<file path="config.mk">
export PLATFORM = sky130hd
export DESIGN_NAME = seq_pattern_fsm
export DESIGN_NICKNAME = d
export VERILOG_FILES = /design/src/rtl/seq_pattern_fsm_pkg.sv /design/src/rtl/seq_pattern_fsm_sat_counter.sv /design/src/rtl/seq_pattern_fsm.sv
export SDC_FILE = /design/constraint.sdc
export NUM_CORES = 1
export LEC_CHECK = 0
export BUFFER_PORTS_ARGS = -buffer_cell sky130_fd_sc_hd__buf_2
export CAP_MARGIN = 20
export CORE_MARGIN = 2
export CORE_UTILIZATION = 30
export CTS_BUF_LIST = sky130_fd_sc_hd__clkbuf_16
export CTS_CLUSTER_DIAMETER = 50
export CTS_CLUSTER_SIZE = 25
export DETAILED_ROUTE_END_ITERATION = 6
export SETUP_SLACK_MARGIN = 0.15
export SLEW_MARGIN = 5
export SYNTH_ARGS = -nofsm -noshare
export SYNTH_HDL_FRONTEND = slang
export SYNTH_SLANG_ARGS = --single-unit
</file>
<file path="constraint.sdc">
create_clock -name Clk -period 2.3 [get_ports Clk]
set_clock_uncertainty 0.15 [all_clocks]
set_input_delay 0.345 -clock Clk [delete_from_list [all_inputs] [get_ports Clk]]
set_output_delay 0.345 -clock Clk [all_outputs]
set_load 0.1 [all_outputs]
</file>
<file path="src/rtl/seq_pattern_fsm_pkg.sv">
// Shared state encoding for the serial pattern detector and its helpers.
package seq_pattern_pkg;

    localparam int STATE_W = 2;

    // Code 3 is deliberately unused; the FSM treats it as illegal and recovers.
    typedef enum logic [STATE_W-1:0] {
        S_FILL   = 2'd0,
        S_SEARCH = 2'd1,
        S_MATCH  = 2'd2
    } state_t;

endpackage

</file>
<file path="src/rtl/seq_pattern_fsm_sat_counter.sv">
// Saturating up-counter with synchronous clear; holds at all-ones, never wraps.
module sat_counter #(
    parameter int CNT_W = 8
) (
    input  logic             Clk,
    input  logic             Rst,
    input  logic             clr,
    input  logic             inc,
    output logic [CNT_W-1:0] cnt
);

    always_ff @(posedge Clk or posedge Rst) begin
        if (Rst)
            cnt <= '0;
        else if (clr)
            cnt <= '0;
        else if (inc && (cnt != {CNT_W{1'b1}}))
            cnt <= cnt + 1'b1;
    end

endmodule

</file>
<file path="src/rtl/seq_pattern_fsm.sv">
// Serial PAT_W-bit pattern recogniser: Moore FSM over a shift-register history,
// with optional overlapping matches and a saturating match count.
module seq_pattern_fsm
    import seq_pattern_pkg::*;
#(
    parameter int               PAT_W   = 4,
    parameter logic [PAT_W-1:0] PATTERN = 4'b1011,
    parameter bit               OVERLAP = 1'b1,
    parameter int               CNT_W   = 8
) (
    input  logic               Clk,
    input  logic               Rst,
    input  logic               en,
    input  logic               din,
    input  logic               clr,
    output logic               match,
    output logic [CNT_W-1:0]   count,
    output logic [STATE_W-1:0] state
);

    localparam int FW = $clog2(PAT_W + 1);
    localparam logic [FW-1:0] FULL = FW'(PAT_W);

    state_t           cur, nxt;
    logic [PAT_W-1:0] hist, hist_n, hist_sh;
    logic [FW-1:0]    fill_cnt, fill_n, fill_inc;
    logic             hit;

    // fill_cnt tracks how many real samples are in hist, so reset zeros never match.
    assign hist_sh  = {hist[PAT_W-2:0], din};
    assign fill_inc = (fill_cnt == FULL) ? FULL : fill_cnt + 1'b1;
    assign hit      = (hist_sh == PATTERN) && (fill_inc == FULL);

    always_ff @(posedge Clk or posedge Rst) begin
        if (Rst) begin
            cur      <= S_FILL;
            hist     <= '0;
            fill_cnt <= '0;
        end else begin
            cur      <= nxt;
            hist     <= hist_n;
            fill_cnt <= fill_n;
        end
    end

    always_comb begin
        nxt    = cur;
        hist_n = hist;
        fill_n = fill_cnt;
        if (clr) begin
            nxt    = S_FILL;
            hist_n = '0;
            fill_n = '0;
        end else begin
            case (cur)
                S_FILL, S_SEARCH: begin
                    if (en) begin
                        hist_n = hist_sh;
                        fill_n = fill_inc;
                        if (hit)
                            nxt = S_MATCH;
                        else if (fill_inc == FULL)
                            nxt = S_SEARCH;
                    end
                end
                S_MATCH: begin
                    if (OVERLAP) begin
                        nxt = S_SEARCH;
                        if (en) begin
                            hist_n = hist_sh;
                            fill_n = fill_inc;
                            if (hit)
                                nxt = S_MATCH;
                        end
                    end else begin
                        // Non-overlapping: the matched bits are spent; restart filling.
                        nxt    = S_FILL;
                        hist_n = en ? PAT_W'(din) : '0;
                        fill_n = en ? FW'(1) : '0;
                    end
                end
                default: begin
                    nxt    = S_FILL;
                    fill_n = '0;
                end
            endcase
        end
    end

    sat_counter #(.CNT_W(CNT_W)) u_cnt (
        .Clk (Clk),
        .Rst (Rst),
        .clr (clr),
        .inc (!clr && (nxt == S_MATCH)),
        .cnt (count)
    );

    assign match = (cur == S_MATCH);
    assign state = cur;

endmodule

</file>
==> results.yml, run 1 <==
outcome:
  status: "complete, but fails checks"
  violations: "design-rule violations"
global_routing:
  use_met3_pct: 2.42
  met1_usage_pct: 18.9
  grt_overflow: 0
  grt_pass1_wl_mm: 3.84
  gr-usage-met2_pct: 24.0
  grt_start_max_net_pins: 17
  antenna_found_initial: 0
  grt_pass1_vias: 754
  grt_use_total_pct: 14.8
  grt_busiest_layer: "met2"
run:
  maxCapViolCount: 0
floorplan:
  die_h_um: 58.9
  dieArea_um2: 3470
  io_pins: 16
  core_area_um2: 2810
  start_util_pct: 32.2
  num_rows: 19
  fp.dieW_um: 58.9
final_layout:
  fin_area_um2: 1260
  diodes: 0
  multiInputGateArea_um2: 594
  final_nets: 124
  fill_cells: 271
  syn2layout_area_growth_pct: 39.4
  post_route_cells_drive_above_1_share_pct: 47.0
  register_area_um2: 418
sta:
  rsz0062_at_grt: "yes"
  final-setup-viol-count: 0
  worst_pin_slew_ns: 0.616
  slew_violations: 0
  maxSlewHeadroom_pct: 58.6
  final.setup.tns_ns: 0
  fin_crit_sh_pct: 93.0
  fin_crit_ns: 2.14
  fmax_mhz: 467
  hold_viol: 0
critical_path:
  reg2reg_to: "u_cnt.cnt[3]"
  start_kind: "flop"
  required_ns: 2.32
  r2r-start: "u_cnt.cnt[0]"
  crit_slowest_cell: "dfrtp_4"
  cpPeakStageDelay_ns: 0.51
  criticalPathCategory: "flop to flop"
  critPathMaxFanout: 7
  rrSetupSlack_ns: 0.16
  arrival_ns: 2.16
  critical-path-top-delay-family: "simple AND/OR/NAND/NOR gates"
  cp-end-kind: "flop"
  path_cells: "ha_4 -> and3_4 -> a211o_4 -> or4_4 -> a21oi_2"
  crit_buf_inv: 0
  rr_worst_depth: 5
clocking:
  ctsHoldBuffers: 0
  clock-root-buffer: "clkbuf_16"
  htree_levels: 1
  clkLatencyLatePin_ns: 0.25
  clockBufferDepth: 2
  cts_sinks: 16
  cts_inserted_buffers: 3
  path_clk_slew_ns: 0.05
  cts_tree: "yes"
power:
  power.density_nw_per_um2: 548
  p_int_mw: 0.540
  pwr-share-seq_pct: 42.1
  p_leak_nw: 0.546
  p_sw_share_pct: 21.9
  irDropWorstVdd_v: 0.000229
  power_frac_clock_pct: 49.8
  switching_power_mw: 0.151
  power.share.combinational_pct: 8.1
logic_synthesis:
  ys.warnings.count: 0
  ys_types: 31
  postSynthCellCount: 94
  yosysSeqAreaShare_pct: 44.3
  synth-seq-cells: 16
  synth_nets: 102
  yosysTopAreaCell: "dfrtp_1"
  netlist_area_um2: 905
  synth_top_area_share_pct: 44.3
  syn_area_per_cell_um2: 9.62
  ys_top_cells_by_area: "dfrtp_1, mux2_2, a21oi_1, mux2i_1, ha_1"
place:
  place_hpwl_mm: 1.40
  gp_congestion: 0.738
  place_area_um2: 1050
  portBuffers: 15
drt:
  wl_per_cell_um: 16.7
  totalWireLength_mm: 2.43
  vias: 807
  drt_iter0_drc: 36
  vias_per_cell: 5.53
  drtPass1Iterations: 6
  antenna_left: 0
  drcViolationCount: 1
min_path:
  hold_path_class: "input port to async pin"
## power by group through the flow
stage / registers (mW) / clock network, mW / logic [mW]
4_1_cts: 0.291 / 0.350 / 0.0486
3_3_place_gp: 0.295 / 0 / 0.0396
6_report: 0.291 / 0.344 / 0.0563
3_5_place_dp: 0.296 / 0 / 0.0407
5_1_grt: 0.292 / 0.368 / 0.0622
2_1_floorplan: 0.296 / 0 / 0.0275
## cells in the final DEF, fill, tap and decap left out, types with 3 or more instances in the layout
cell type / count
buf_2: 15
a21oi_1: 7
nand4_1: 3
dfrtp_2: 8
inv_1: 3
nand2_1: 3
nor2b_1: 5
nand3_1: 4
mux2i_1: 4
nor2_1: 10
dfrtp_1: 6
clkbuf_16: 3
## through the flow
| step | cells | util (%) | worst slack [ns] | hold WS [ns] | power [mW] |
|---|---|---|---|---|---|
| final | 146 | 45.0 | 0.161 | 0.00298 | 0.692 |
| after global routing | 146 | 45.0 | 0.128 | 0.0658 | 0.722 |
| after CTS | 145 | 42.8 | 0.104 | 0.0418 | 0.689 |
| after detailed placement | 137 | 37.3 | 0.0241 | 0.304 | 0.337 |
| after global placement | 137 | 37.3 | 0.0882 | 0.292 | 0.335 |
| after floorplan | 94 | - | 0.101 | 0.108 | 0.324 |
## flip-flops by register name (all words and copies together) (netlist names)
| name | cells |
|---|---|
| u_cnt.cnt | 8 |
| hist | 3 |
| fill_cnt | 3 |
| state | 2 |
## cells in the mapped netlist
cell type and n:
dfrtp_1 16, nor2_1 10, a21oi_1 8, nor2b_1 6
inv_1 5, mux2_2 4, mux2i_1 4, nand3_1 4
ha_1 3, nand2_1 3, nand2b_1 3, nand4_1 3
nor3_1 3, a211o_1 2, o21ai_0 2, o31ai_1 2
or4_1 2, a211oi_1 1, a21boi_0 1, a21o_1 1
a311oi_1 1, and2_1 1, and3_1 1, and4_1 1
buf_2 1, buf_6 1, clkbuf_1 1, nand4b_1 1
nor4_1 1, nor4_2 1, or3_1 1
## timing repair
action,4_1_cts,5_1_grt
setup endpoints to repair,6,8
resized for setup,11,11
gates cloned,0,1
pin swaps,3,8
setup buffers,4,0
## worst max path at each step
stage / startpoint / to / depth (start not counted)
floorplan: u_cnt.cnt[1] / u_cnt.cnt[7] / 6
global placement: fill_cnt[0] / u_cnt.cnt[6] / 6
detailed placement: fill_cnt[0] / u_cnt.cnt[6] / 6
CTS: fill_cnt[0] / u_cnt.cnt[0] / 8
global route: u_cnt.cnt[0] / u_cnt.cnt[6] / 5
finish: u_cnt.cnt[0] / u_cnt.cnt[3] / 5
## cell type report
cell class                 count  area share, %
multi-input combinational     71           47.1
sequential                    16           33.1
timing repair buffer          19           8.93
clock buffer                   3           5.95
tap                           31           3.08
inverter                       5           1.49
clock inverter                 1          0.298
## per-layer routing
| metal | wire length, µm | vias to the layer above |
|---|---|---|
| met5 | 0 | - |
| met4 | 63 | 0 |
| met3 | 102 | 6 |
| met2 | 1230 | 19 |
| met1 | 1030 | 394 |
| li1 | - | 388 |
## worst register-to-register path, stage by stage (launching register included)
cell,delay [ns]
dfrtp_4,0.51
ha_4,0.19
and3_4,0.19
a211o_4,0.39
or4_4,0.50
a21oi_2,0.13
## logic make-up after synthesis
kind of cell             count (synthesis)  synth area share (%)
buffers and inverters                    8                  4.29
multiplexers                             8                  9.41
AO/OA/AOI/OAI                           18                  12.6
adder cells (fa/ha/maj)                  3                  4.15
flip-flops                              16                  44.3
AND/OR/NAND/NOR                         41                  25.3
Power figures use the tool's default switching activity.
==> run 2, diff against run 1 <==
--- a/config.mk
+++ b/config.mk
@@ -8,11 +8,13 @@
 export BUFFER_PORTS_ARGS = -buffer_cell sky130_fd_sc_hd__buf_2
 export CAP_MARGIN = 20
 export CORE_MARGIN = 2
-export CORE_UTILIZATION = 30
+export CORE_UTILIZATION = 45
 export CTS_BUF_LIST = sky130_fd_sc_hd__clkbuf_16
 export CTS_CLUSTER_DIAMETER = 50
 export CTS_CLUSTER_SIZE = 25
 export DETAILED_ROUTE_END_ITERATION = 6
+export MAX_ROUTING_LAYER = met4
+export PLACE_DENSITY = 0.69
 export SETUP_SLACK_MARGIN = 0.15
 export SLEW_MARGIN = 5
 export SYNTH_ARGS = -nofsm -noshare
==> results.yml, run 2 (synthesis gave the netlist of run 1 again) <==
run:
  maxCapViolCount: 0
critical_path:
  critPathMaxFanout: 6
  start_kind: "flop"
  cp-startpoint: "fill_cnt[0]"
  cpPeakStageDelay_ns: 0.47
  cp-end-kind: "flop"
  rr_worst_depth: 7
  required_ns: 2.33
  path_cells: "inv_2 -> ha_4 -> nand2b_4 -> a211o_4 -> buf_6 -> or4_4 -> a21oi_2"
  arrival_ns: 2.14
  crit_slowest_cell: "or4_4"
  rrSetupSlack_ns: 0.18
  reg2reg_to: "u_cnt.cnt[2]"
  critPathCapture: "u_cnt.cnt[2]"
  criticalPathCategory: "flop to flop"
  r2r-start: "fill_cnt[0]"
floorplan:
  fp.dieW_um: 48.8
  die_h_um: 48.8
  num_rows: 16
  core_area_um2: 1920
  start_util_pct: 47.1
  dieArea_um2: 2380
  io_pins: 16
place:
  place_area_um2: 1050
  portBuffers: 15
  gp_congestion: 0.769
  place_hpwl_mm: 1.32
  pre_cts_ws_ns: 0.0116
power:
  switching_power_mw: 0.156
  p_sw_share_pct: 22.2
  p_leak_nw: 0.532
  power.share.combinational_pct: 8.6
  power.density_nw_per_um2: 552
  total_power_mw: 0.700
  irDropWorstVdd_v: 0.000518
  power_frac_clock_pct: 49.8
  p_int_mw: 0.544
  pwr-share-seq_pct: 41.6
sta:
  fin_crit_ns: 2.12
  worst_pin_slew_ns: 0.607
  hold_ws_ns: 0.00841
  rsz0062_at_grt: "yes"
  fmax_mhz: 473
  fin_crit_sh_pct: 92.0
  setup_slack_ns: 0.184
  hold_viol: 0
  maxSlewHeadroom_pct: 59.5
  slew_violations: 0
  final-setup-viol-count: 0
  final.setup.tns_ns: 0
final_layout:
  most-common-layout-cells: "buf_2, nor2_1, buf_4, dfrtp_2, a21oi_1"
  diodes: 0
  fill_cells: 155
  largest_registers: "u_cnt.cnt x8, fill_cnt x3, hist x3"
  syn2layout_area_growth_pct: 40.1
  final_common_cell: "buf_2"
  largest_reg_flops: 8
  fin_area_um2: 1270
  final_nets: 129
  regMostFlops: "u_cnt.cnt"
  post_route_cells_drive_above_1_share_pct: 49.2
drt:
  drt_iter0_drc: 28
  drcViolationCount: 0
  wl_per_cell_um: 14.4
  vias: 802
  antenna_left: 0
  vias_per_cell: 5.46
  drtPass1Iterations: 4
  totalWireLength_mm: 2.12
clocking:
  clock-root-buffer: "clkbuf_16"
  cts_inserted_buffers: 3
  cts_tree: "yes"
  clkLatencyLatePin_ns: 0.25
  htree_levels: 1
  path_clk_slew_ns: 0.05
  clockBufferDepth: 2
  cts_sinks: 16
global_routing:
  grt_start_max_net_pins: 17
  grt_pass1_vias: 753
  antenna_found_initial: 0
  grt_overflow: 0
  grt_pass1_wl_mm: 3.50
  grt_use_total_pct: 19.7
min_path:
  hold_path_class: "input port to async pin"
outcome:
  status: "finished clean"
-- run 2: cell count changes in the layout (fill, tap and decap cells not counted), sizes merged --
cell,change
buf,+5
-- run 2: how the worst min path moves through the flow --
| stage | cells past startpoint | end | slack [ns] |
|---|---|---|---|
| after floorplan | 1 | fill_cnt[0] | 0.11 |
| after global placement | 2 | hist[0] | 0.30 |
| after detailed placement | 2 | hist[0] | 0.30 |
| after CTS | 2 | u_cnt.cnt[6] | 0.03 |
| after global routing | 2 | u_cnt.cnt[6] | 0.09 |
| final | 2 | u_cnt.cnt[4] | 0.008 |
-- run 2: stage by stage --
step                std cells  util (%)
floorplan                  94         -
global placement          134      54.6
detailed placement        134      54.6
CTS                       144      62.9
global route              147      66.0
finish                    147      66.0
-- run 2: metal layers --
| metal | routed length, µm | track usage [%] |
|---|---|---|
| met2 | 1020 | 29.2 |
| met3 | 85 | 4.60 |
| met5 | 0 | - |
| met1 | 976 | 26.3 |
| met4 | 34 | 7.14 |
-- run 2: power groups by stage --
stage / logic, mW / clock network [mW] / registers, mW
3_3_place_gp: 0.0408 / 0 / 0.295
3_5_place_dp: 0.0430 / 0 / 0.296
2_1_floorplan: 0.0275 / 0 / 0.296
5_1_grt: 0.0668 / 0.369 / 0.291
4_1_cts: 0.0565 / 0.354 / 0.291
6_report: 0.0602 / 0.349 / 0.291
-- run 2: final cells by class --
class                   count  area [µm²]  area share, %
multi-input cells          71         572           45.1
inverters                   5        18.8           1.48
clock buffers               3        75.1           5.92
repair buffers             24         146           11.5
clock inverters             1        3.75          0.296
flip-flops and latches     16         418           33.0
well taps                  27        33.8           2.67
-- run 2: worst max-delay path: cells and delay by family (launching register included) --
kind | cells | cell delay (ns)
flops | 1 | 0.40
buf+inv | 2 | 0.23
compound gates | 2 | 0.45
fa+ha+maj | 1 | 0.20
simple gates | 2 | 0.61
-- run 2: repair_timing --
| item | 4_1_cts | 5_1_grt |
|---|---|---|
| buffers inserted | 6 | 2 |
| hold buffers | 0 | 0 |
| setup endpoints to repair | 6 | 6 |
| pin swaps | 3 | 1 |
| cloned | 0 | 1 |
| resized for setup | 10 | 7 |
